$ cat src/rtl/div_iter_unit.sv
// Radix-2 restoring divider for DIV/DIVU, one quotient bit per cycle.
// Feeds HI/LO of the MEM/WB register; cancel aborts for flushes.
module div_iter_unit #(
  parameter int WIDTH = 32
) (
  input  logic             clock,
  input  logic             reset,
  input  logic             div_start,
  input  logic             div_signed,
  input  logic [WIDTH-1:0] dividend,
  input  logic [WIDTH-1:0] divisor,
  input  logic             cancel,
  output logic             div_busy,
  output logic             div_complete,
  output logic [WIDTH-1:0] div_low,
  output logic [WIDTH-1:0] div_hi
);

  localparam int CW = (WIDTH > 1) ? $clog2(WIDTH) : 1;
  localparam logic [CW-1:0] LAST = CW'(WIDTH - 1);

  typedef enum logic [1:0] {
    IDLE,
    CALC,
    DONE
  } state_t;

  state_t           state_q, state_d;
  logic [CW-1:0]    cnt_q, cnt_d;
  logic [WIDTH-1:0] rem_q, rem_d;
  logic [WIDTH-1:0] quo_q, quo_d;
  logic [WIDTH-1:0] dvs_q, dvs_d;
  logic [WIDTH-1:0] raw_q, raw_d;
  logic [WIDTH-1:0] low_q, low_d;
  logic [WIDTH-1:0] hi_q, hi_d;
  logic             sgn_q, sgn_d;
  logic             qneg_q, qneg_d;
  logic             rneg_q, rneg_d;
  logic             dz_q, dz_d;
  logic             busy_q, busy_d;
  logic             cmpl_q, cmpl_d;

  logic [WIDTH-1:0] dvd_mag;
  logic [WIDTH-1:0] dvs_mag;
  logic [WIDTH:0]   rem_sh;
  logic [WIDTH:0]   trial;
  logic             borrow;
  logic [WIDTH-1:0] rem_nx;
  logic [WIDTH-1:0] quo_nx;
  logic [WIDTH-1:0] quo_fix;
  logic [WIDTH-1:0] rem_fix;

  always_comb begin
    dvd_mag = dividend;
    dvs_mag = divisor;
    if (div_signed && dividend[WIDTH-1]) begin
      dvd_mag = -dividend;
    end
    if (div_signed && divisor[WIDTH-1]) begin
      dvs_mag = -divisor;
    end
  end

  // Shifted partial remainder is WIDTH+1 bits so the trial
  // subtract borrow lands in the top bit.
  always_comb begin
    rem_sh = {rem_q, quo_q[WIDTH-1]};
    trial  = rem_sh - {1'b0, dvs_q};
    borrow = trial[WIDTH];
    rem_nx = borrow ? rem_sh[WIDTH-1:0] : trial[WIDTH-1:0];
    quo_nx = {quo_q[WIDTH-2:0], ~borrow};
  end

  always_comb begin
    quo_fix = quo_nx;
    rem_fix = rem_nx;
    if (sgn_q && qneg_q) begin
      quo_fix = -quo_nx;
    end
    if (sgn_q && rneg_q) begin
      rem_fix = -rem_nx;
    end
    if (dz_q) begin
      quo_fix = '1;
      rem_fix = raw_q;
    end
  end

  always_comb begin
    state_d = state_q;
    cnt_d   = cnt_q;
    rem_d   = rem_q;
    quo_d   = quo_q;
    dvs_d   = dvs_q;
    raw_d   = raw_q;
    low_d   = low_q;
    hi_d    = hi_q;
    sgn_d   = sgn_q;
    qneg_d  = qneg_q;
    rneg_d  = rneg_q;
    dz_d    = dz_q;
    unique case (state_q)
      IDLE: begin
        if (div_start && !cancel) begin
          state_d = CALC;
          cnt_d   = '0;
          rem_d   = '0;
          quo_d   = dvd_mag;
          dvs_d   = dvs_mag;
          raw_d   = dividend;
          sgn_d   = div_signed;
          qneg_d  = dividend[WIDTH-1] ^ divisor[WIDTH-1];
          rneg_d  = dividend[WIDTH-1];
          dz_d    = (divisor == '0);
        end
      end
      CALC: begin
        if (cancel) begin
          state_d = IDLE;
        end else begin
          rem_d = rem_nx;
          quo_d = quo_nx;
          cnt_d = cnt_q + 1'b1;
          if (cnt_q == LAST) begin
            state_d = DONE;
            low_d   = quo_fix;
            hi_d    = rem_fix;
          end
        end
      end
      DONE: begin
        state_d = IDLE;
      end
      default: begin
        state_d = IDLE;
      end
    endcase
    busy_d = (state_d != IDLE);
    cmpl_d = (state_d == DONE);
  end

  always_ff @(posedge clock) begin
    if (reset) begin
      state_q <= IDLE;
      cnt_q   <= '0;
      rem_q   <= '0;
      quo_q   <= '0;
      dvs_q   <= '0;
      raw_q   <= '0;
      low_q   <= '0;
      hi_q    <= '0;
      sgn_q   <= 1'b0;
      qneg_q  <= 1'b0;
      rneg_q  <= 1'b0;
      dz_q    <= 1'b0;
      busy_q  <= 1'b0;
      cmpl_q  <= 1'b0;
    end else begin
      state_q <= state_d;
      cnt_q   <= cnt_d;
      rem_q   <= rem_d;
      quo_q   <= quo_d;
      dvs_q   <= dvs_d;
      raw_q   <= raw_d;
      low_q   <= low_d;
      hi_q    <= hi_d;
      sgn_q   <= sgn_d;
      qneg_q  <= qneg_d;
      rneg_q  <= rneg_d;
      dz_q    <= dz_d;
      busy_q  <= busy_d;
      cmpl_q  <= cmpl_d;
    end
  end

  assign div_busy     = busy_q;
  assign div_complete = cmpl_q;
  assign div_low      = low_q;
  assign div_hi       = hi_q;

endmodule

$ cat config.mk
export PLATFORM = sky130hd
export DESIGN_NAME = div_iter_unit
export DESIGN_NICKNAME = d
export VERILOG_FILES = /design/src/rtl/div_iter_unit.sv
export SDC_FILE = /design/constraint.sdc
export NUM_CORES = 1
export LEC_CHECK = 0
export ABC_AREA = 1
export CAP_MARGIN = 10
export CORE_ASPECT_RATIO = 2
export CORE_MARGIN = 4
export CORE_UTILIZATION = 45
export DETAILED_ROUTE_END_ITERATION = 16
export GPL_TIMING_DRIVEN = 0
export PLACE_DENSITY = 0.65
export REMOVE_ABC_BUFFERS = 1
export SYNTH_ARGS = -nofsm -noshare
export SYNTH_HDL_FRONTEND = slang
export SYNTH_SLANG_ARGS = --single-unit
$ cat constraint.sdc
create_clock -name clock -period 4.6 [get_ports clock]
set_input_delay 0.92 -clock clock [delete_from_list [all_inputs] [get_ports clock]]
set_output_delay 0.92 -clock clock [all_outputs]
set_load 0.01 [all_outputs]
==> summary.md <==
| Metric | Value |
|---|---|
| WS Path Type | `reg -> reg` |
| DR iter-0 viols | `754` |
| Die width | `133 um` |
| GP Congestion | `0.952` |
| DPL Wire Length | `34.9 mm` |
| Ant diodes | `0` |
| Status | `completed` |
| F_max | `0.225 GHz` |
| Clk sinks | `204` |
| Min Hold Slack | `0.453 ns` |
| Mapped cell area | `14,000 sq um` |
| Worst R2R Path Depth | `26` |
| Htree depth | `1` |
| Tot Pwr | `4.85 mW` |
| Longest Clk Path Bufs | `3` |
| Worst Setup EP | `div_low[28]` |
| Main synth FF type | `dfxtp_1` |
| Die area | `34,300 sq um` |
| Final wirelength | `46.4 mm` |
| Yosys reg bits | `204` |
| Hold Crit Class | `reg -> reg` |
| Vias in the first global route | `14,100` |
| Die Y | `258 um` |
| Post-synth EDFFs | `0` |
| DRT Pass-1 Iters | `8` |
| Count of cell types in the netlist | `49` |
| Root buf cell | `clkbuf_16` |
| Row count | `91` |
| Setup crit end kind | `register` |
| Tot GR Track Use | `26.1%` |
| DR vias/cell | `5.26` |
| RSZ-0062 raised after global routing | `yes` |
| Crit share post-route | `96.5%` |
| CP startpoint kind | `register` |
| Detail Route Antenna Nets | `0` |
| Worst-Skew Late Latency | `0.53 ns` |
| Final setup violating endpoints | `0` |
| Setup TNS | `0 ns` |
| Initial antenna violation count | `0` |
| Grt ovf | `0` |
| WP data arrival | `4.85 ns` |
| Pin count of the biggest net entering global routing | `109` |
| # IOs | `135` |
| R2R setup slack | `0.16 ns` |
| Reg2reg end | `div_low[28]` |
| Warnings from Yosys | `0` |
| DR vias | `14,600` |
| CP Data Required Time | `5.01 ns` |
| Sequential element share of the synthesized area | `29.1%` |
| Gate Count Post-Synth | `2,252` |
| Area post-placement | `15,600 sq um` |
| Critical R2R Launch | `quo_q[31]` |
| CTS tree | `yes` |
| Actual slew at the worst max-slew pin | `1.11 ns` |
| Post-layout minimum cycle time | `4.44 ns` |
| Post-route DRC | `0` |
| Leakage | `7.84 nW` |
| CTS Buf Count | `22` |
| Async set-reset flop share out of synthesis | `0%` |
| Share of cells above drive strength 1 | `7.15%` |
| Core ar. | `30,900 sq um` |
| Synth Area per Inst | `6.24 sq um` |
| PwrDens | `292 nW/um^2` |
| Buffers on Ports | `134` |
| Hold-fix buffers at CTS | `0` |
| Area Overhead vs Synth | `18.4%` |
| Crit path max fanout | `7` |
| DR WL/cell | `16.8 um` |
| CTS clk-pin slew, worst paths | `0.06 ns` |
| Final hold violations | `0` |
| Finished Cell Area | `16,600 sq um` |
| First-pass GRT wire length | `72.3 mm` |
| Max-cap viol count | `0` |
| Worst VDD drop | `290 uV` |
| Pins over their slew limit | `0` |
| Max Clock Skew | `0.0159 ns` |
| Final net count | `2,444` |
| Rel. slew slack | `26.0%` |
| Starting Density | `45.5%` |
| Critical Path Source | `quo_q[31]` |
==> per-layer routing <==
layer	wire length [um]	GRT usage (%)	up-vias
met1	16800	26.0	6663
met4	2670	14.1	0
li1	-	-	7428
met3	1380	2.48	133
met5	0	0	-
met2	25500	51.8	335
==> report_power, final <==
part | internal [mW] | total (mW) | switching, mW
sequential | 1.83 | 1.89 | 0.0531
combinational | 0.329 | 0.959 | 0.630
clock | 1.23 | 2.00 | 0.774
==> timing repair <==
item	4_1_cts	5_1_grt
gates cloned	2	1
pin swaps	4	7
setup buffers	2	6
endpoints found under the setup margin	25	24
resized for setup	6	13
==> worst max-delay path, stage by stage, from the launching register on <==
cell	delay (ns)
dfxtp_2	0.39
inv_1	0.10
ha_1	0.24
fa_2	0.37
inv_1	0.09
nand2_1	0.05
nand2_1	0.07
nand3_1	0.09
nand2_2	0.12
nand2_1	0.07
nand2_2	0.12
nand2_4	0.10
nand2_4	0.11
nand2_8	0.10
nand2_8	0.11
ha_2	0.20
nand3_2	0.11
nor3_4	0.29
nand4_1	0.27
buf_4	0.22
nand3b_1	0.24
nor4_4	0.29
nor2_1	0.11
nor2_1	0.18
xnor2_1	0.08
o221ai_1	0.14
inv_1	0.06
==> layout make-up <==
cell class / instances / area (sq um)
sequential: 204 / 4090
clock buffer: 28 / 614
fill: 3184 / 14200
multi-input combinational: 1647 / 8510
clock inverter: 10 / 186
tap: 418 / 523
inverter: 314 / 1180
timing repair buffer: 147 / 1520
==> synth_stat cells (7+ instances only) <==
| cell type | n | area (sq um) |
|---|---|---|
| o21ai_0 | 147 | 736 |
| xnor2_1 | 34 | 298 |
| ha_1 | 38 | 475 |
| dfxtp_1 | 204 | 4080 |
| nand2_2 | 36 | 225 |
| a21oi_1 | 230 | 1150 |
| nand2_4 | 13 | 146 |
| nor3_1 | 30 | 150 |
| a21oi_2 | 7 | 61.3 |
| buf_1 | 11 | 41.3 |
| nor2_1 | 200 | 751 |
| clkbuf_1 | 71 | 267 |
| inv_2 | 13 | 48.8 |
| o211ai_1 | 11 | 82.6 |
| o221ai_1 | 26 | 228 |
| nand3_1 | 114 | 571 |
| nor4_1 | 10 | 62.6 |
| nand2_1 | 597 | 2240 |
| nand3b_1 | 11 | 82.6 |
| nor2_2 | 7 | 43.8 |
| inv_1 | 297 | 1110 |
| nand4_1 | 18 | 113 |
| xor2_1 | 43 | 377 |
| o21ai_1 | 18 | 90.1 |
==> worst min-delay path by stage <==
stage | to | from | depth (start not counted) | slack (ns)
after detailed placement | raw_q[18] | raw_q[18] | 2 | 0.44
after global placement | raw_q[11] | raw_q[11] | 2 | 0.44
final | raw_q[11] | raw_q[11] | 2 | 0.45
after CTS | raw_q[18] | raw_q[18] | 2 | 0.45
after global routing | div_hi[8] | div_hi[8] | 2 | 0.47
after floorplan | raw_q[10] | raw_q[10] | 2 | 0.43
==> registers in the layout, indices dropped and copies added (netlist names) <==
name / flops
div_hi: 32
quo_q: 32
dvs_q: 32
div_complete: 1
state_q: 2
rem_q: 32
cnt_q: 5
sgn_q: 1
div_busy: 1
qneg_q: 1
div_low: 32
raw_q: 32
dz_q: 1
==> stage by stage <==
stage	setup WS [ns]	util [%]	cells
after global placement	-7.64	50.2	2714
after detailed placement	-1.28	50.6	2718
final	0.159	53.9	2768
after global routing	-0.0969	53.9	2768
after CTS	-0.0537	53.4	2760
after floorplan	-2.44	-	2162
==> layout by cell type, fill, tap and decap left out, types with 7 or more instances in the layout <==
cell type and n:
inv_2 14, nor2_2 10, a21oi_2 7, xnor2_1 34, inv_1 296, nor2_1 195
o21ai_0 145, nand2_1 595, nor3_1 29, xor2_1 43, nand3_1 112, ha_1 37
o21ai_1 20, clkdlybuf4s50_1 133, nand3b_1 11, o221ai_1 26, a21oi_1 230, nand2_4 14
nor4_1 9, nand4_1 18, clkbuf_16 23, buf_4 9, dfxtp_1 203, nand2_2 37
o211ai_1 11
==> cell families after synthesis <==
family	count (synthesis)	synth area share [%]
simple gates	1053	32.4
compound gates	475	18.8
buf+inv	404	11.3
flops	204	29.1
xor+xnor	77	4.80
fa+ha+maj	39	3.53
(Power assumes the default switching activity.)
